===== src/rtl/inst_sram_axi_bridge.sv =====
// Read-only bridge from the fetch stage's SRAM-like port to an AXI4 read master.
// Keeps up to OUTSTANDING in-order single-beat reads and can discard in-flight fetches on cancel.
module inst_sram_axi_bridge #(
    parameter int         OUTSTANDING = 2,
    parameter logic [3:0] ARID        = 4'd0
) (
    input  logic        clk,
    input  logic        resetn,
    input  logic        inst_sram_req,
    input  logic        inst_sram_wr,
    input  logic [1:0]  inst_sram_size,
    input  logic [31:0] inst_sram_addr,
    input  logic [31:0] inst_sram_wdata,
    output logic        inst_sram_addrok,
    output logic        inst_sram_dataok,
    output logic [31:0] inst_sram_rdata,
    input  logic        cancel,
    output logic [3:0]  arid,
    output logic [31:0] araddr,
    output logic [7:0]  arlen,
    output logic [2:0]  arsize,
    output logic [1:0]  arburst,
    output logic [1:0]  arlock,
    output logic [3:0]  arcache,
    output logic [2:0]  arprot,
    output logic        arvalid,
    input  logic        arready,
    input  logic [3:0]  rid,
    input  logic [31:0] rdata,
    input  logic [1:0]  rresp,
    input  logic        rlast,
    input  logic        rvalid,
    output logic        rready
);

    typedef enum logic {
        IDLE,
        ADDR
    } state_t;

    localparam logic [1:0] MAX_CNT = 2'(OUTSTANDING);

    state_t      state_q, state_d;
    logic        arvalid_q, arvalid_d;
    logic [31:0] araddr_q, araddr_d;
    logic [1:0]  size_q, size_d;
    logic [1:0]  cnt_q, cnt_d;
    logic [1:0]  drop_cnt_q, drop_cnt_d;
    logic        dataok_q, dataok_d;
    logic [31:0] rdata_q, rdata_d;

    logic addr_ok;
    logic r_hs;
    logic unused_inputs;

    assign addr_ok = (state_q == IDLE) && inst_sram_req && (cnt_q < MAX_CNT);
    // A beat arriving with nothing outstanding is a slave protocol violation; ignore it.
    assign r_hs    = rvalid && (cnt_q != 2'd0);

    always_comb begin
        state_d    = state_q;
        arvalid_d  = arvalid_q;
        araddr_d   = araddr_q;
        size_d     = size_q;
        drop_cnt_d = drop_cnt_q;
        dataok_d   = 1'b0;
        rdata_d    = rdata_q;

        case (state_q)
            IDLE: begin
                if (addr_ok) begin
                    state_d   = ADDR;
                    arvalid_d = 1'b1;
                    araddr_d  = inst_sram_addr;
                    size_d    = inst_sram_size;
                end
            end
            ADDR: begin
                if (arready) begin
                    state_d   = IDLE;
                    arvalid_d = 1'b0;
                end
            end
            default: state_d = IDLE;
        endcase

        cnt_d = cnt_q + {1'b0, addr_ok} - {1'b0, r_hs};

        // Cancel marks every read still owed by the slave, including one accepted right now.
        if (cancel) begin
            drop_cnt_d = cnt_d;
        end else if (r_hs && (drop_cnt_q != 2'd0)) begin
            drop_cnt_d = drop_cnt_q - 2'd1;
        end

        if (r_hs && (drop_cnt_q == 2'd0) && !cancel) begin
            dataok_d = 1'b1;
            rdata_d  = rdata;
        end
    end

    always_ff @(posedge clk or negedge resetn) begin
        if (!resetn) begin
            state_q    <= IDLE;
            arvalid_q  <= 1'b0;
            araddr_q   <= 32'd0;
            size_q     <= 2'd0;
            cnt_q      <= 2'd0;
            drop_cnt_q <= 2'd0;
            dataok_q   <= 1'b0;
            rdata_q    <= 32'd0;
        end else begin
            state_q    <= state_d;
            arvalid_q  <= arvalid_d;
            araddr_q   <= araddr_d;
            size_q     <= size_d;
            cnt_q      <= cnt_d;
            drop_cnt_q <= drop_cnt_d;
            dataok_q   <= dataok_d;
            rdata_q    <= rdata_d;
        end
    end

    assign inst_sram_addrok = addr_ok;
    assign inst_sram_dataok = dataok_q;
    assign inst_sram_rdata  = rdata_q;

    assign arid    = ARID;
    assign araddr  = araddr_q;
    assign arlen   = 8'd0;
    assign arsize  = {1'b0, size_q};
    assign arburst = 2'b01;
    assign arlock  = 2'b00;
    assign arcache = 4'd0;
    assign arprot  = 3'd0;
    assign arvalid = arvalid_q;
    assign rready  = 1'b1;

    assign unused_inputs = ^{inst_sram_wr, inst_sram_wdata, rid, rresp, rlast};

endmodule

===== config.mk =====
export PLATFORM = sky130hd
export DESIGN_NAME = inst_sram_axi_bridge
export DESIGN_NICKNAME = d
export VERILOG_FILES = /design/src/rtl/inst_sram_axi_bridge.sv
export SDC_FILE = /design/constraint.sdc
export NUM_CORES = 1
export LEC_CHECK = 0
export BUFFER_PORTS_ARGS = -buffer_cell sky130_fd_sc_hd__buf_2
export CAP_MARGIN = 5
export CORE_ASPECT_RATIO = 1.5
export CORE_MARGIN = 10
export CORE_UTILIZATION = 37
export CTS_CLUSTER_DIAMETER = 50
export DETAILED_ROUTE_END_ITERATION = 8
export GPL_ROUTABILITY_DRIVEN = 0
export GPL_TIMING_DRIVEN = 0
export HOLD_SLACK_MARGIN = 0.02
export PLACE_DENSITY = 0.76
export SYNTH_ARGS = -nofsm -noshare
export SYNTH_HDL_FRONTEND = slang
export SYNTH_SLANG_ARGS = --single-unit
export TNS_END_PERCENT = 1

===== constraint.sdc =====
create_clock -name clk -period 1.7 [get_ports clk]
set_clock_uncertainty 0.05 [all_clocks]
set_input_delay 0.17 -clock clk [delete_from_list [all_inputs] [get_ports clk]]
set_output_delay 0.17 -clock clk [all_outputs]
set_load 0.02 [all_outputs]

==> metrics.txt, run 1 <==
Setup crit start kind register; CTS root buf clkbuf_16; register area 1830 um2; final hold vios 0; CORE AREA 7960 um2; std cell rows 40; most frequent cells after synthesis dfrtp_1, mux2_2, buf_4, inv_1; number of global-route vias before repair 2,594; Yosys reg bits 73; Crit. End Element register; Chip Width 93.6 um; MaxCap Viol Count 0; DR pass1 iterations 4; FF-to-FF Start cnt_q[1]; Max Slew Vio Count 0; clock sink count 73; Routed WL per cell 15.3 um; Worst VDD drop 1.02 mV; vias per cell 4.28; Setup CP Type register to register; CP arrival 1.98 ns; total grt overflow 0; asr flop ratio synth 100%; Starting Density 37.8%; Lkg Pwr 2.40 nW; vias 2,259; most frequent cell after synthesis dfrtp_1; global-route wire length before repair 12,600 um; RSZ-0062 raised after global routing true; hold path startpoint inst_sram_addr[29]; H-tree levels 3; share of post-route cells with drive strength above 1 63.8%; area of the multi-input gates 1040 um2; Post-DRT Antenna Nets 0; die height 130 um; post-synthesis cell area 3010 um2; Unique masters post-synth 21; final core utilization 59.6%; Required @ worst endpoint 1.86 ns; outcome complete, but fails checks; post-synthesis to final-layout area growth 57.7%; Main synth FF type dfrtp_1; initial DRC count 31; largest net degree at the start of global routing 74; cell area power density 1870 nW/um2; initial antenna violation count 0; clk_lat worst skew 0.33 ns; Synth area leaders dfrtp_1, mux2_2, buf_4; Seq/Total Area, Yosys 60.7%; Yosys top cell area share 60.7%; Routed WL 8050 um; YS warnings 0; Post-Layout Cell Count 528; Num CTS Buffers 9; DRC 0; Post-Synthesis Cells 198; CP startpoint cnt_q[1]; Tcrit/Tclk final 107%; Finish-stage setup viols 2; Fmax 547 MHz; CP max FO 3; Inst Count DP 466; Finished Cell Area 4740 um2; port bufs 140; Hold/Removal Path Class primary input to register; Total Die Area 12,200 um2; mean post-synth cell area 15.2 um2; Ports 206; CTS max path bufs 2; CTS clk-pin slew, worst paths 0.06 ns; clock period minus final worst setup slack 1.83 ns; GRT Total Usage 13.0%; Worst-Margin Slew 0.898 ns; setup ws final -0.127 ns; CTS tree done; nets 533; Slew headroom 40.2%; dpl cell area 3940 um2; antenna cells 0; Post-synth EDFFs 0; fillers 627; violated checks setup timing; Synth area leader dfrtp_1; hpwl dp 5910 um
==> worst paths after layout <==
path | slack [ns] | to | cells past startpoint
setup reg to reg | -0.13 | drop_cnt_q[1] | 8
setup / recovery | -0.13 | drop_cnt_q[1] | 8
max in group asynchronous | 0.50 | cnt_q[1] | 2
min in group asynchronous | 0.49 | inst_sram_rdata[15] | 2
hold / removal | 0.03 | araddr[29] | 2
hold reg to reg | 0.42 | arvalid | 1
==> layout make-up <==
cell class	instances	area share [%]
well taps	105	2.77
repair buffers	186	24.3
flip-flops and latches	73	38.5
multi-input cells	109	22.0
clock inverters	5	1.16
inverters	7	0.554
plain buffers	32	5.54
clock buffers	11	5.12
==> cell families after synthesis <==
group	synth area share [%]
buffers and inverters	9.15
flip-flops	60.7
AND/OR/NAND/NOR	1.54
AO/OA/AOI/OAI	1.79
other	0.250
adder cells (fa/ha/maj)	1.25
XOR/XNOR	0.582
multiplexers	24.7
==> sequential cells by signal (all words and copies together), names as in the netlist <==
register          count
drop_cnt_q            2
inst_sram_dataok      1
state_q               1
arvalid               1
cnt_q                 2
size_q                2
araddr               32
inst_sram_rdata      32
==> power by group <==
group | internal (W) | switching (W) | total [W] | leakage [nW]
registers | 0.00262 | 0.000427 | 0.00305 | 0.871
clock network | 0.00117 | 0.000675 | 0.00184 | 0.142
logic | 0.00180 | 0.00215 | 0.00395 | 1.39
==> metrics by stage <==
step                setup WS, ns  hold slack (ns)  setup TNS [ns]  total power, W
floorplan                 -0.131           -0.176          -0.131         0.00545
global placement          -0.223            0.352           -1.94         0.00663
detailed placement        -0.240            0.312           -3.09         0.00678
CTS                      -0.0992           0.0201         -0.0992         0.00883
global route              -0.168           0.0246          -0.539         0.00938
finish                    -0.127           0.0294          -0.154         0.00885
==> layer usage <==
layer  vias up  wire, um  part of all wire, %  track usage (%)
met5         -         0                    0                0
met4         0       160                  2.0             6.73
met3        11       856                   11             5.88
met2       103      4120                   51             22.6
met1      1077      2920                   36             12.8
li1       1068         -                    -                -
==> layout by cell type, fill, tap and decap left out <==
master	instances
ha_4	3
inv_1	3
conb_1	25
buf_4	32
xnor2_1	1
clkinv_2	2
buf_6	7
nor2_1	1
xnor2_2	1
buf_2	139
o211a_1	1
clkinvlp_4	2
clkbuf_1	1
mux2_2	66
a31oi_1	1
dfrtp_1	72
a211o_1	1
nor3b_4	1
a21o_1	2
bufinv_16	1
clkbuf_16	9
dlygate4sd3_1	40
nor3b_1	1
or3_1	1
clkbuf_8	1
nor4_1	1
o21ai_0	1
inv_2	4
o21ai_4	1
dfrtp_2	1
nand2_1	1
==> worst max-delay path: stages (launching register included) <==
cell and delay, ns:
dfrtp_2 0.43, o21ai_4 0.17, inv_2 0.06, ha_4 0.26, inv_2 0.04, ha_4 0.15
xnor2_2 0.13, xnor2_1 0.15, a211o_1 0.27
==> repair_timing <==
action | 4_1_cts | 5_1_grt
hold endpoints to repair | 111 | 1
pin swaps | 2 | 2
setup buffers | 5 | 1
hold buffers | 39 | 1
gates resized for setup | 4 | 10
setup endpoints to repair | 34 | 54
(Power assumes the default switching activity.)
==> run 2, diff against run 1 <==
Settings changed: RECOVER_POWER from default to 100.
==> run 2 against run 1 <==
Compared with the run above:
- combinational power shrank 5.6%
- global-route usage unchanged
- the flow still finishes with violations (setup timing)
- non-clock buffer count unchanged
- sequential share of layout area grew 0.70 points
- critical endpoint unchanged
==> metrics.txt, run 2 (same netlist as run 1, synthesis figures left out) <==
CP startpoint cnt_q[1]; outcome complete, but fails checks; Inst Count DP 466 (unchanged); Fmax 548 MHz (+0.13%); final core utilization 58.5% (-1.1 points); clock period minus final worst setup slack 1.82 ns (-0.00243 ns); reg2reg end drop_cnt_q[1]; violated checks setup timing; FF-to-FF Start cnt_q[1]; Chip Width 93.6 um (unchanged); Total Power 0.00865 W (-2.3%); DR pass1 iterations 4 (unchanged); GRT Total Usage 13.0% (unchanged); Setup crit start kind register; Comb pwr share 43.1% (-1.6 points); Num CTS Buffers 9 (unchanged); Slew headroom 35.2% (-5.0 points); Tcrit/Tclk final 107% (-0.14 points); register area 1830 um2 (unchanged); Psw 0.00328 W (+0.88%); vias 2,261 (+0.089%); initial antenna violation count 0 (unchanged); Total Die Area 12,200 um2 (unchanged); antenna cells 0 (unchanged); R2R depth 8 (unchanged); nets 533 (unchanged); MaxCap Viol Count 0 (unchanged); Worst VDD drop 0.980 mV (-4.0%); CP max FO 3 (unchanged); CTS root buf clkbuf_16; Starting Density 37.8% (unchanged); Routed WL 8090 um (+0.42%); Routed WL per cell 15.3 um (+0.42%); worst hold margin 0.0301 ns (+0.000728 ns); CORE AREA 7960 um2 (unchanged); die height 130 um (unchanged); Ports 206 (unchanged); Sw Ratio 37.9% (+1.2 points); initial DRC count 28 (-9.7%); RSZ-0062 raised after global routing true; Hold/Removal Path Class primary input to register; port bufs 140 (unchanged); setup ws final -0.125 ns (+0.00243 ns); Post-Layout Cell Count 528 (unchanged); clk_lat worst skew 0.33 ns (about the same); final hold vios 0 (unchanged); Crit. End Element register; most frequent cells in the layout dfrtp_1, buf_2, clkbuf_1, mux2_2, dlygate4sd3_1; CP arrival 1.98 ns (about the same); share of post-route cells with drive strength above 1 47.8% (-16 points); cell area power density 1860 nW/um2 (-0.49%); DRC 0 (unchanged); Pint 0.00537 W (-4.1%); total grt overflow 0 (unchanged); CTS max path bufs 2 (unchanged); global-route wire length before repair 12,600 um (unchanged); Post-DRT Antenna Nets 0 (unchanged); clock sink count 73 (unchanged); area of the multi-input gates 1040 um2 (unchanged); Clock power frac 21.3% (+0.5 points); Required @ worst endpoint 1.86 ns (about the same); number of global-route vias before repair 2,594 (unchanged); hpwl dp 5910 um (unchanged); CTS tree done; CTS clk-pin slew, worst paths 0.06 ns (about the same); most common cell after layout, fill and taps aside dfrtp_1; Finish-stage setup viols 2 (unchanged); Max Slew Vio Count 0 (unchanged); Lkg Pwr 2.20 nW (-8.4%); H-tree levels 3 (unchanged); largest net degree at the start of global routing 74 (unchanged); Worst-Margin Slew 0.972 ns (+0.0747 ns); crit path capture drop_cnt_q[1]; Seq pwr share 35.6% (+1.1 points); post-synthesis to final-layout area growth 54.9%; vias per cell 4.28 (about the same); fillers 665 (+6.1%); Setup CP Type register to register; std cell rows 40 (unchanged); R2R setup slack -0.12 ns (about the same)
-- run 2: cell types whose count changed in the layout (fill, tap and decap cells not counted), sizes merged --
cell	previous run	this run
buf	178	108
clkbuf	11	81
-- run 2: cell type report --
class                           count  share of cell area, %
Multi-Input combinational cell    109                   22.4
Clock buffer                       11                   5.21
Clock inverter                      5                   1.18
Tap cell                          105                   2.82
Inverter                            7                  0.564
Timing Repair Buffer              186                   22.9
Buffer                             32                   5.64
Sequential cell                    73                   39.2
-- run 2: critical path, cell delays in order, from the launching register on --
cell and delay (ns):
dfrtp_2 0.43, o21ai_4 0.17, inv_2 0.06, ha_4 0.26, inv_2 0.04, ha_4 0.15
xnor2_2 0.13, xnor2_1 0.15, a211o_1 0.27
-- run 2: power groups by stage --
| stage | clock network (W) | logic [W] | registers (W) |
|---|---|---|---|
| finish | 0.00184 | 0.00373 | 0.00308 |
| global placement | 0 | 0.00361 | 0.00302 |
| global route | 0.00198 | 0.00401 | 0.00320 |
| floorplan | 0 | 0.00137 | 0.00409 |
| CTS | 0.00190 | 0.00388 | 0.00305 |
| detailed placement | 0 | 0.00371 | 0.00307 |
-- run 2: layer usage --
metal | GRT usage [%] | up-vias | wire length [um]
li1 | - | 1066 | -
met1 | 12.8 | 1083 | 2950
met2 | 22.6 | 102 | 4140
met3 | 5.88 | 10 | 844
met4 | 6.73 | 0 | 143
met5 | 0 | - | 0
-- run 2: through the flow --
step | area (um2) | setup WS [ns] | setup TNS, ns
final | 4660 | -0.125 | -0.146
after global routing | 4660 | -0.168 | -0.725
after CTS | 4680 | -0.0992 | -0.0992
after detailed placement | 3940 | -0.240 | -3.09
after global placement | 3940 | -0.223 | -1.94
after floorplan | 3110 | -0.131 | -0.131
-- run 2: timing repair --
item,in CTS,in global routing
setup buffers,5,1
gates resized for setup,4,10
pin swaps,2,2
endpoints found under the hold margin,111,1
endpoints found under the setup margin,34,54
hold buffers,39,1
-- run 2: worst min-delay path by stage --
| stage | startpoint | to | slack, ns | cells past startpoint |
|---|---|---|---|---|
| floorplan | resetn | araddr[0] | -0.18 | 0 |
| global placement | inst_sram_size[0] | size_q[0] | 0.35 | 2 |
| detailed placement | resetn | inst_sram_rdata[14] | 0.31 | 1 |
| CTS | rdata[15] | inst_sram_rdata[15] | 0.02 | 2 |
| global route | inst_sram_addr[4] | araddr[4] | 0.02 | 2 |
| finish | inst_sram_addr[29] | araddr[29] | 0.03 | 2 |
==> run 3, diff against run 2 <==
Settings changed: CORE_UTILIZATION 37 to 45, GPL_ROUTABILITY_DRIVEN 0 to default, PLACE_DENSITY 0.76 to 0.86.
Clock period 1.7 ns to 2.11 ns, I/O delays scaled along.
==> run 3 against run 2 <==
Compared with the run above:
- worst hold slack better by 0.013 ns
- the flow now finishes without violations
- clock power down 29%
- utilization up 4.0 points
- flip-flop and latch count unchanged
- critical path type is now register to output pin
- global-route usage up 1.2 points
- sequential power down 20%
==> metrics.txt, run 3 (same netlist as run 1, synthesis figures left out) <==
Worst VDD drop 0.896 mV (-8.5%); Total Die Area 10,400 um2 (-15%); vias 2,031 (-10%); post-synthesis to final-layout area growth 34.8%; setup slack at placement 0.0950 ns (+0.335 ns); largest net degree at the start of global routing 74 (unchanged); CTS clk-pin slew, worst paths 0.07 ns (about the same); Max Slew Vio Count 0 (unchanged); share of post-route cells with drive strength above 1 48.9% (+1.2 points); hpwl dp 6060 um (+2.4%); Setup CP Type register to output pin; CORE AREA 6490 um2 (-18%); CTS tree done; DRC 0 (unchanged); Pint 0.00399 W (-26%); Slowest cell on crit path dfrtp_1; Slew headroom 35.1% (-0.13 points); crit-path cells nor3b_1 -> clkbuf_4 -> buf_4 -> clkbuf_1; Psw 0.00250 W (-24%); slowest stage delay, CP 0.44 ns (about the same); Finish-stage setup viols 0 (-2); most frequent cells in the layout dfrtp_1, clkbuf_1, buf_2, mux2_2, buf_4; CTS root buf clkbuf_8; most common cell after layout, fill and taps aside dfrtp_1; Hold/Removal Path Class primary input to register; setup ws final 0.145 ns (+0.270 ns); Seq pwr share 38.0% (+2.4 points); Required @ worst endpoint 1.85 ns (about the same); dpl cell area 3890 um2 (-1.3%); clock sink count 73 (unchanged); GRT Total Usage 14.2% (+1.2 points); global-route wire length before repair 11,500 um (-9.2%); setup TNS 0 ns (+0.146 ns); H-tree levels 3 (unchanged); Finished Cell Area 4060 um2 (-13%); CP arrival 1.70 ns (-0.28 ns); Starting Density 46.4% (+8.6 points); CP max FO 11 (+8); initial DRC count 97 (+250%); met1 Resource Use GR 12.5% (-0.29 points); nets 488 (-8.4%); Ports 206 (unchanged); Post-DRT Antenna Nets 0 (unchanged); Tcrit/Tclk final 93.1%; Setup crit start kind register; RSZ-0062 raised after global routing false; CTS max path bufs 2 (unchanged); Num CTS Buffers 9 (unchanged); total grt overflow 0 (unchanged); postcts setup bufs 0 (-5); Worst-Margin Slew 0.974 ns (+0.00189 ns); busiest grt layer met2; Fmax 509 MHz; met3 Track Usage GR 5.21% (-0.67 points); std cell rows 36 (-10%); vias per cell 4.47 (+4.5%); Sw Ratio 38.6% (+0.62 points); clock period minus final worst setup slack 1.97 ns; Comb pwr share 41.8% (-1.3 points); Inst Count DP 437 (-6.2%); final hold vios 0 (unchanged); Routed WL per cell 16.3 um (+6.6%); Routed WL 7410 um (-8.4%); antenna cells 0 (unchanged); gpl congestion 0.753; Crit. End Element output pin; Clock power frac 20.1% (-1.2 points); port bufs 140 (unchanged); initial antenna violation count 0 (unchanged); clk_lat worst skew 0.34 ns (about the same); Post-Layout Cell Count 454 (-14%); MaxCap Viol Count 0 (unchanged); number of global-route vias before repair 2,256 (-13%); Lkg Pwr 1.97 nW (-10%); M2 GR Usage 26.1% (+3.6 points); outcome finished, final reports clean; DR pass1 iterations 4 (unchanged); cell area power density 1600 nW/um2 (-14%); die height 120 um (-7.9%); Chip Width 86.8 um (-7.3%)
[run 3: cell count changes in the layout (fill, tap and decap cells not counted), sizes merged]
cell and change:
dlygate4sd3 -39, buf -9, bufinv +2, clkbuf +2
clkinvlp -2, clkinv +1
[run 3: layout make-up]
| cell class | count | area, um2 |
|---|---|---|
| timing repair buffer | 141 | 627 |
| sequential | 73 | 1830 |
| inverter | 7 | 26.3 |
| clock inverter | 6 | 105 |
| tap | 76 | 95.1 |
| buffer | 32 | 244 |
| fill | 558 | 2430 |
| clock buffer | 10 | 138 |
| multi-input combinational | 109 | 993 |
[run 3: power by group through the flow]
stage / registers, W / logic [W] / clock network (W)
2_1_floorplan: 0.00328 / 0.00109 / 0
3_3_place_gp: 0.00241 / 0.00290 / 0
3_5_place_dp: 0.00248 / 0.00298 / 0
4_1_cts: 0.00245 / 0.00298 / 0.00135
5_1_grt: 0.00257 / 0.00293 / 0.00141
6_report: 0.00247 / 0.00271 / 0.00131
[run 3: through the flow]
stage / util, % / power (W) / hold WS, ns
finish: 62.5 / 0.00649 / 0.0436
CTS: 63.9 / 0.00678 / 0.0228
detailed placement: 60.0 / 0.00546 / 0.357
floorplan: - / 0.00438 / -0.135
global placement: 60.0 / 0.00531 / 0.392
global route: 62.5 / 0.00691 / 0.0297
[run 3: worst max-delay path: cells and delay by family, from the launching register on]
family | cells | cell delay, ns
buf+inv | 3 | 0.70
flops | 1 | 0.44
simple gates | 1 | 0.21
[run 3: what timing repair did]
item	CTS	global route
endpoints found under the hold margin	73	0
resized for setup	0	2
endpoints found under the setup margin	0	1
hold buffers	1	0
[run 3: worst paths after layout]
check	start	end	slack, ns	depth (start not counted)
worst min-delay path	rdata[27]	inst_sram_rdata[27]	0.04	2
max in group asynchronous	resetn	inst_sram_rdata[23]	0.85	2
worst max register to register	cnt_q[1]	drop_cnt_q[1]	0.14	7
min in group asynchronous	resetn	size_q[1]	0.56	2
worst max-delay path	cnt_q[1]	inst_sram_addrok	0.14	4
worst min register to register	inst_sram_rdata[8]	inst_sram_rdata[8]	0.46	1
[run 3: per-layer routing]
layer	wire length, um	vias up
li1	-	981
met3	611	13
met5	0	-
met1	2440	956
met2	4150	81
met4	204	0
